`src/rtl/soc_bus_xbar.sv`:
```
// soc_bus_xbar: 1-master / N-slave address-decoded interconnect, one transaction in flight.
// Define SOC_BUS_TIMEOUT_EN to enable the bus timeout counter (TIMEOUT cycles in REQ/RSP).
module soc_bus_xbar #(
    parameter int XLEN    = 32,
    parameter int NSLAVES = 3,
    parameter logic [NSLAVES*XLEN-1:0] SLV_BASE  = {32'h0C00_0000, 32'h1000_0000, 32'h8000_0000},
    parameter logic [NSLAVES*XLEN-1:0] SLV_RANGE = {3{32'h0000_1000}},
    parameter int TIMEOUT = 255
) (
    input  logic                    clk,
    input  logic                    rst_n,
    input  logic                    m_req_valid,
    output logic                    m_req_ready,
    input  logic [XLEN-1:0]         m_req_addr,
    input  logic                    m_req_we,
    input  logic [XLEN-1:0]         m_req_wdata,
    input  logic [XLEN/8-1:0]       m_req_be,
    output logic                    m_rsp_valid,
    output logic [XLEN-1:0]         m_rsp_rdata,
    output logic                    m_rsp_err,
    output logic [NSLAVES-1:0]      s_req_valid,
    input  logic [NSLAVES-1:0]      s_req_ready,
    output logic [XLEN-1:0]         s_req_addr,
    output logic                    s_req_we,
    output logic [XLEN-1:0]         s_req_wdata,
    output logic [XLEN/8-1:0]       s_req_be,
    input  logic [NSLAVES-1:0]      s_rsp_valid,
    input  logic [NSLAVES*XLEN-1:0] s_rsp_rdata,
    input  logic [NSLAVES-1:0]      s_rsp_err
);

    localparam int SEL_W = (NSLAVES > 1) ? $clog2(NSLAVES) : 1;

    localparam logic [1:0] ST_IDLE = 2'd0;
    localparam logic [1:0] ST_REQ  = 2'd1;
    localparam logic [1:0] ST_RSP  = 2'd2;
    localparam logic [1:0] ST_ERR  = 2'd3;

    // Illegal configurations elaborate no logic here; TIMEOUT must be at least 1.
    if (NSLAVES < 1 || NSLAVES > 8 || TIMEOUT < 1) begin : g_bad_config
    end

    logic [1:0]        state_q, state_d;
    logic [SEL_W-1:0]  sel_q, sel_d;
    logic [XLEN-1:0]   addr_q, addr_d;
    logic              we_q, we_d;
    logic [XLEN-1:0]   wdata_q, wdata_d;
    logic [XLEN/8-1:0] be_q, be_d;
    logic              rsp_valid_q, rsp_valid_d;
    logic [XLEN-1:0]   rsp_rdata_q, rsp_rdata_d;
    logic              rsp_err_q, rsp_err_d;

`ifdef SOC_BUS_TIMEOUT_EN
    logic [31:0] tmo_cnt_q, tmo_cnt_d;
    logic        tmo_hit;
`endif

    // Address decode, done XLEN+1 bits wide so a region ending at the top of memory still works.
    logic [NSLAVES-1:0] hit;
    logic [XLEN-1:0]    base_arr  [NSLAVES];
    logic [XLEN-1:0]    rdata_arr [NSLAVES];

    for (genvar i = 0; i < NSLAVES; i++) begin : g_slv
        logic [XLEN:0] lo;
        logic [XLEN:0] hi;
        assign base_arr[i]  = SLV_BASE[i*XLEN +: XLEN];
        assign rdata_arr[i] = s_rsp_rdata[i*XLEN +: XLEN];
        assign lo           = {1'b0, SLV_BASE[i*XLEN +: XLEN]};
        assign hi           = lo + {1'b0, SLV_RANGE[i*XLEN +: XLEN]};
        assign hit[i]       = ({1'b0, m_req_addr} >= lo) && ({1'b0, m_req_addr} < hi);
    end

    logic [SEL_W-1:0] hit_sel;
    logic             hit_any;

    // Scan downwards so the lowest matching index wins on overlap.
    always_comb begin
        hit_sel = '0;
        for (int i = NSLAVES - 1; i >= 0; i--) begin
            if (hit[i]) begin
                hit_sel = i[SEL_W-1:0];
            end
        end
    end

    assign hit_any = |hit;

    logic            sel_ready;
    logic            sel_rsp_valid;
    logic            sel_rsp_err;
    logic [XLEN-1:0] sel_rdata;
    logic            done;

    assign sel_ready     = s_req_ready[sel_q];
    assign sel_rsp_valid = s_rsp_valid[sel_q];
    assign sel_rsp_err   = s_rsp_err[sel_q];
    assign sel_rdata     = rdata_arr[sel_q];

    // A response counts in REQ only when the slave also accepts in that cycle.
    assign done = sel_rsp_valid && ((state_q == ST_RSP) || ((state_q == ST_REQ) && sel_ready));

`ifdef SOC_BUS_TIMEOUT_EN
    assign tmo_hit = (tmo_cnt_q == 32'(TIMEOUT - 1));
`endif

    always_comb begin
        state_d     = state_q;
        sel_d       = sel_q;
        addr_d      = addr_q;
        we_d        = we_q;
        wdata_d     = wdata_q;
        be_d        = be_q;
        rsp_valid_d = 1'b0;
        rsp_rdata_d = '0;
        rsp_err_d   = 1'b0;
`ifdef SOC_BUS_TIMEOUT_EN
        tmo_cnt_d   = tmo_cnt_q;
`endif
        case (state_q)
            ST_IDLE: begin
                if (m_req_valid) begin
                    sel_d   = hit_sel;
                    addr_d  = m_req_addr - base_arr[hit_sel];
                    we_d    = m_req_we;
                    wdata_d = m_req_wdata;
                    be_d    = m_req_be;
                    state_d = hit_any ? ST_REQ : ST_ERR;
`ifdef SOC_BUS_TIMEOUT_EN
                    tmo_cnt_d = '0;
`endif
                end
            end
            ST_REQ, ST_RSP: begin
                if (done) begin
                    rsp_valid_d = 1'b1;
                    rsp_rdata_d = (we_q || sel_rsp_err) ? '0 : sel_rdata;
                    rsp_err_d   = sel_rsp_err;
                    state_d     = ST_IDLE;
                end
`ifdef SOC_BUS_TIMEOUT_EN
                else if (tmo_hit) begin
                    rsp_valid_d = 1'b1;
                    rsp_err_d   = 1'b1;
                    state_d     = ST_IDLE;
                end
`endif
                else if ((state_q == ST_REQ) && sel_ready) begin
                    state_d = ST_RSP;
                end
`ifdef SOC_BUS_TIMEOUT_EN
                tmo_cnt_d = tmo_cnt_q + 32'd1;
`endif
            end
            ST_ERR: begin
                rsp_valid_d = 1'b1;
                rsp_err_d   = 1'b1;
                state_d     = ST_IDLE;
            end
            default: begin
                state_d = ST_IDLE;
            end
        endcase
    end

    always_ff @(posedge clk) begin
        if (!rst_n) begin
            state_q     <= ST_IDLE;
            sel_q       <= '0;
            addr_q      <= '0;
            we_q        <= 1'b0;
            wdata_q     <= '0;
            be_q        <= '0;
            rsp_valid_q <= 1'b0;
            rsp_rdata_q <= '0;
            rsp_err_q   <= 1'b0;
`ifdef SOC_BUS_TIMEOUT_EN
            tmo_cnt_q   <= '0;
`endif
        end else begin
            state_q     <= state_d;
            sel_q       <= sel_d;
            addr_q      <= addr_d;
            we_q        <= we_d;
            wdata_q     <= wdata_d;
            be_q        <= be_d;
            rsp_valid_q <= rsp_valid_d;
            rsp_rdata_q <= rsp_rdata_d;
            rsp_err_q   <= rsp_err_d;
`ifdef SOC_BUS_TIMEOUT_EN
            tmo_cnt_q   <= tmo_cnt_d;
`endif
        end
    end

    always_comb begin
        s_req_valid = '0;
        if (state_q == ST_REQ) begin
            s_req_valid[sel_q] = 1'b1;
        end
    end

    assign m_req_ready = rst_n && (state_q == ST_IDLE);
    assign m_rsp_valid = rsp_valid_q;
    assign m_rsp_rdata = rsp_rdata_q;
    assign m_rsp_err   = rsp_err_q;
    assign s_req_addr  = addr_q;
    assign s_req_we    = we_q;
    assign s_req_wdata = wdata_q;
    assign s_req_be    = be_q;

endmodule
```
`config.mk`:
```
export PLATFORM = sky130hd
export DESIGN_NAME = soc_bus_xbar
export DESIGN_NICKNAME = d
export VERILOG_FILES = /design/src/rtl/soc_bus_xbar.sv
export SDC_FILE = /design/constraint.sdc
export NUM_CORES = 1
export LEC_CHECK = 0
export BUFFER_PORTS_ARGS = -buffer_cell sky130_fd_sc_hd__buf_2
export CAP_MARGIN = 0
export CORE_AREA = 5 5 107 109
export DETAILED_ROUTE_END_ITERATION = 12
export DIE_AREA = 0 0 112 114
export PLACE_DENSITY_LB_ADDON = 0.25
export RECOVER_POWER = 25
export SYNTH_ARGS = -nofsm -noshare
export SYNTH_HDL_FRONTEND = slang
export SYNTH_SLANG_ARGS = --single-unit
```
`constraint.sdc`:
```
create_clock -name clk -period 5.7 [get_ports clk]
set_input_delay 0.57 -clock clk [delete_from_list [all_inputs] [get_ports clk]]
set_output_delay 0.57 -clock clk [all_outputs]
set_load 0.03 [all_outputs]
```
Yosys cells after proc, flatten, opt, wreduce, memory -nomap -nowiden
Cells that the tools add are included.
{ "classes": {"addsub": 1, "n_lt_le_gt_ge": 10, "eq_ne": 5, "mux": 27, "bitwise": 5, "n_reduce_logical": 15} }
{ "ops": {"columns": ["op", "n"], "rows": [
  ["32-bit binary-select mux with 2-bit select", 2],
  ["32-bit 2-to-1 mux", 4],
  ["32-bit by 28-bit >= comparator with 1-bit output, second input constant", 1],
  ["32-bit by 29-bit >= comparator with 1-bit output, second input constant", 1],
  ["32-bit >= comparator, second input constant", 1],
  ["32-bit by 28-bit less-than comparator with 1-bit output, second input constant", 1],
  ["32-bit by 29-bit less-than comparator with 1-bit output, second input constant", 1],
  ["32-bit less-than comparator, second input constant", 1],
  ["32-bit subtractor", 1],
  ["2-bit 2-to-1 mux", 7],
  ["1-bit logical AND", 7],
  ["1-bit binary-select mux with 2-bit select", 3],
  ["3-bit >= comparator, second input constant", 2],
  ["1-bit 2-to-1 mux", 6],
  ["2-bit NOT with 3-bit output", 2],
  ["2-bit one-hot mux with 3 select lines", 1],
  ["2-bit == test, second input constant", 2],
  ["1-bit one-hot mux with 2 select lines", 2],
  ["2-bit AND reduction", 2],
  ["4-bit OR reduction", 1],
  ["2-bit by 3-bit less-than comparator with 1-bit output, second input constant", 1],
  ["3-bit 2-to-1 mux", 1],
  ["3-bit inequality test, second input constant", 1],
  ["1-bit NOT", 3],
  ["8 further kinds", 9]
]} }
{ "word_totals": {"register_bits": 107, "input_bits": 177, "out_inout_bits": 107, "wordCells": 72} }

Depth between registers and ports, before layout
{ "logic_depth": {"depth_word": 10, "depth_mapped": 9, "depth_no_buf": 9} }

Worst setup path before layout
OpenSTA, ideal clock, no wires.
{ "synth_path": {"kind": "input to register", "start": "in m_req_addr[14]", "end": "reg addr_q[30], in the netlist s_req_addr[30]", "setup_ns": 0.086, "arrival_time_ns": 2.442, "t_required_ns": 5.614, "slack_ns": 3.173, "cell_stages": 9, "n_path_buf": 0, "path_cell_list": "nor4_1 -> nand4_1 -> nand2b_1 -> ha_1 -> o21a_1 -> o21ai_1 -> nor3b_1 -> xnor2_1 -> a211oi_1"} }
{ "synth_between": {"elab_chain_cells": 10, "word_cells_on_any_way": 17, "cone_classes": "add/sub (1); order compare (6); mux (6); bitwise (1); reduce/logical (3)"} }
{ "synth_lines": {"columns": ["item", "line", "source"], "rows": [
  ["from (decl)", "14", "input logic [XLEN-1:0] m_req_addr,"],
  ["32-bit by 28-bit >= comparator with 1-bit output or 32-bit by 28-bit less-than comparator with 1-bit output (tied branches)", "70", "assign hit[i] = ({1'b0, m_req_addr} >= lo) && ({1'b0, m_req_addr} < hi);"],
  ["1-bit logical AND", "70", null],
  ["2-bit 2-to-1 mux (3 in a row)", "80", "if (hit[i]) begin"],
  ["2-bit NOT with 3-bit output (not written as such)", "123", "addr_d = m_req_addr - base_arr[hit_sel];"],
  ["32-bit binary-select mux with 2-bit select", "123", null],
  ["32-bit 2-to-1 mux (not written as such) (2 in a row)", "123", null],
  ["32-bit subtractor (*)", "123", null],
  ["to (signal assigned)", "182", "addr_q <= addr_d;"],
  ["to (decl)", "45", "logic [XLEN-1:0] addr_q, addr_d;"]
]} }
Every way passes the cells marked *; elsewhere a longest branch is shown, timed or not. The select of a mux whose other input is x is not followed.
A chain may end at the register's enable or synchronous reset.

Final worst setup path
{ "layout_path": {"start": "reg sel_q[0]", "end": "reg rsp_rdata_q[30], in the netlist m_rsp_rdata[30]"} }
{ "layout_between": {"elab_chain_cells": 7, "word_cells_on_any_way": 16, "cone_classes": "mux (9); bitwise (2); reduce/logical (5)"} }
{ "layout_lines": {"columns": ["item", "line", "source"], "rows": [
  ["from (decl)", "44", "logic [SEL_W-1:0] sel_q, sel_d;"],
  ["from (signal assigned)", "181", "sel_q <= sel_d;"],
  ["1-bit binary-select mux with 2-bit select", "94", "assign sel_ready = s_req_ready[sel_q];"],
  ["1-bit 2-to-1 mux (not written as such)", "94", null],
  ["1-bit logical AND", "100", "assign done = sel_rsp_valid && ((state_q == ST_RSP) || ((state_q == ST_REQ) && sel_ready));"],
  ["1-bit logical OR", "100", null],
  ["1-bit logical AND", "100", null],
  ["1-bit NOT (no line)", null, null],
  ["4-bit OR reduction (no line)", null, null],
  ["to (signal assigned)", "187", "rsp_rdata_q <= rsp_rdata_d;"],
  ["to (decl)", "50", "logic [XLEN-1:0] rsp_rdata_q, rsp_rdata_d;"]
]} }
Several ways; a longest one is shown, not always the timed one. The select of a mux whose other input is x is not followed.

==> summary.md <==
| Metric | Value |
|---|---|
| Max IR drop VDD | `216 uV` |
| Synthesized instance count | `560` |
| Final hold slack | `0.438 ns` |
| Worst-Margin Slew | `1.22 ns` |
| Top_reg_cell synth | `dfxtp_1` |
| Clk_lat worst skew | `0.35 ns` |
| Setup TNS | `0 ns` |
| Largest net degree at the start of global routing | `72` |
| Setup Buffers After CTS | `0` |
| Hold WC Path Type | `in -> reg` |
| Mapped Avg Cell Area | `8.49 sq um` |
| Post-synthesis net count | `745` |
| Hold buffers post-CTS | `0` |
| Wire per inst | `14.4 microns` |
| Drt pass-1 iters | `5` |
| Worst EP required | `5.99 ns` |
| Total gr overflow | `0` |
| CTS root buf | `clkbuf_8` |
| CTS Buf Count | `9` |
| P&R area growth vs syn | `31.9%` |
| Slowest CP cell | `dfxtp_2` |
| Crit. End Element | `register` |
| Fin crit share | `55.9%` |
| Max H-tree Level | `3` |
| DRC | `0` |
| Gr usage total | `20.6%` |
| RSZ-0062 raised after global routing | `no` |
| Data arrival, critical path | `3.48 ns` |
| Dpl hpwl | `10600 microns` |
| R2R Setup Slk | `2.52 ns` |
| Synth warn | `0` |
| Max Freq | `314 MHz` |
| GP Congestion | `0.927` |
| Worst reg-to-reg path cell count | `7` |
| Final ANT Viol Nets | `0` |
| Area of the mapped netlist | `4750 sq um` |
| Post-Synth XOR/XNOR Area | `0.553%` |
| Distinct cells, synth | `42` |
| DR vias | `4692` |
| Post-synthesis simple-gate area fraction | `26.0%` |
| Initial antenna violation count | `2` |
| CTS resizes | `0` |
| Synth area leader | `dfxtp_1` |
| Status | `completed` |
| Synth Area in Compound Gates | `13.7%` |
| Final nets | `1004` |
| Vias in the first global route | `4516` |
| Vias per cell | `4.86` |
| Final setup viols | `0` |
| Core area | `10500 sq um` |
| Critical path fanouts, max | `30` |
| Cell row count | `38` |
| Post-synthesis sequential area ratio | `45.1%` |
| Top post-synthesis cells by area | `dfxtp_1, a21oi_1, nand2_1` |
| Final Hold Viols | `0` |
| Startpoint types | `register` |
| CTS tree | `yes` |
| Share of post-route cells with drive strength above 1 | `34.7%` |
| Slew HR | `18.7%` |
| I/O Buffers | `283` |
| Worst path max stage delay | `0.87 ns` |
| I/O pin cnt | `284` |
| Leak pwr | `2.71 nW` |
| Fraction of registers with async set/reset | `0%` |
| Max-cap viol count | `0` |
| Worst-path cell chain | `buf_4 > mux2i_1 > a2bb2oi_2 > nand3b_1 > or3_2 > buf_4 > nor2_4` |
| Slew Viols, Final | `0` |
| Initial Util | `45.2%` |
| Synth top area share | `45.1%` |
| Crit path top cell by count | `buf_4` |
| Die ar. | `12800 sq um` |
| Clk sink count | `107` |
| Final min period | `3.18 ns` |
| Worst-case clock buffer depth | `2` |
| Crit Path Class | `reg -> reg` |
| Fin Clk Skew | `0.00866 ns` |
| Mux contribution to synthesized area | `7.37%` |
| Die Width | `112 microns` |
| Yosys reg bits | `107` |
| Reg clk slew, reported paths | `0.10 ns` |
| Largest family of logic cells by synthesized area | `simple AND/OR/NAND/NOR gates` |
| DRT iter0 DRCs | `275` |
| First-pass GRT wire length | `21500 microns` |
| Hold path depth | `3` |
| Cell Pwr Density | `322 nW/um^2` |
| Final WL | `13900 microns` |
| Adder-Cell Fraction of Synth Area | `2.11%` |
| Die Ht | `114 microns` |
| EDFF count, synth | `0` |
sequential cells by signal, summed over array words and instances (netlist names):
name and flops:
state_q 2, m_rsp_err 1, s_req_wdata 32, s_req_addr 32
s_req_we 1, m_rsp_valid 1, sel_q 2, m_rsp_rdata 32
s_req_be 4
worst max-delay path: cells and delay by family, from the launching register on:
kind,cells,cell delay (ns)
flops,1,0.87
buf+inv,2,0.77
simple gates,3,1.05
compound gates,1,0.17
mux,1,0.24
cells in the mapped netlist (all sizes together), types with 2 or more instances:
master    n
o21a      5
nor4      4
a21oi   102
dfxtp   107
nand3     5
buf       9
inv       4
nand2   132
xor2      2
mux2i    35
o211ai    2
o21ai     4
or3       3
nand2b    2
nor2     74
and2      3
nor3      3
nor2b     4
nor3b     3
clkbuf   31
a211oi    2
nand3b    3
ha        8
metal layers:
metal  global-route usage (%)  up-vias  part of all wire, %
li1                         -     2371                    -
met1                     22.7     2109                   38
met2                     36.6      198                   50
met3                     8.49       12                   11
met4                     5.69        2                  1.1
met5                        0        -                0.094
cell families after synthesis:
family          count (synthesis)
buf+inv                        44
simple gates                  242
fa+ha+maj                       8
mux                            35
compound gates                121
xor+xnor                        3
flops                         107
layout by cell type (no fill, tap or decap), drive strengths merged, types with 5 or more instances in the layout:
cell type / instances
buf: 235
nand3: 5
a21oi: 102
clkbuf: 65
nand2: 132
ha: 8
mux2i: 35
dfxtp: 107
o21a: 5
nor2: 74
cell type report:
class,count,area [sq um]
Inverter,4,15.0
Multi-Input combinational cell,409,2370
Clock inverter,4,26.3
Tap cell,140,175
Sequential cell,107,2140
Fill cell,1003,4240
Antenna cell,1,2.50
Clock buffer,12,145
Timing Repair Buffer,288,1390
worst paths after layout:
kind                                       from              end
worst max-delay path                   sel_q[0]  m_rsp_rdata[30]
worst max register to register         sel_q[0]  m_rsp_rdata[30]
worst min-delay path                m_req_be[3]      s_req_be[3]
worst min register to register  s_req_wdata[25]  s_req_wdata[25]
per-stage QoR:
stage                     std cells  setup WS (ns)  util [%]  instance area (sq um)  power (mW)
final                           965           2.52      59.7                   6270        2.02
after global routing            965           2.36      59.7                   6270        2.14
after CTS                       964           2.46      60.3                   6330        2.05
after detailed placement        948           2.48      58.6                   6160        1.63
after global placement          948           2.57      58.6                   6160        1.61
after floorplan                 560           3.17         -                   4750        1.40
where the power goes:
| part | internal (mW) | total (mW) | switching, mW |
|---|---|---|---|
| clock network | 0.171 | 0.419 | 0.248 |
| logic | 0.211 | 0.698 | 0.487 |
| registers | 0.849 | 0.900 | 0.0509 |
| total | 1.23 | 2.02 | 0.785 |
Note: power is estimated with default switching activity, not from simulation.
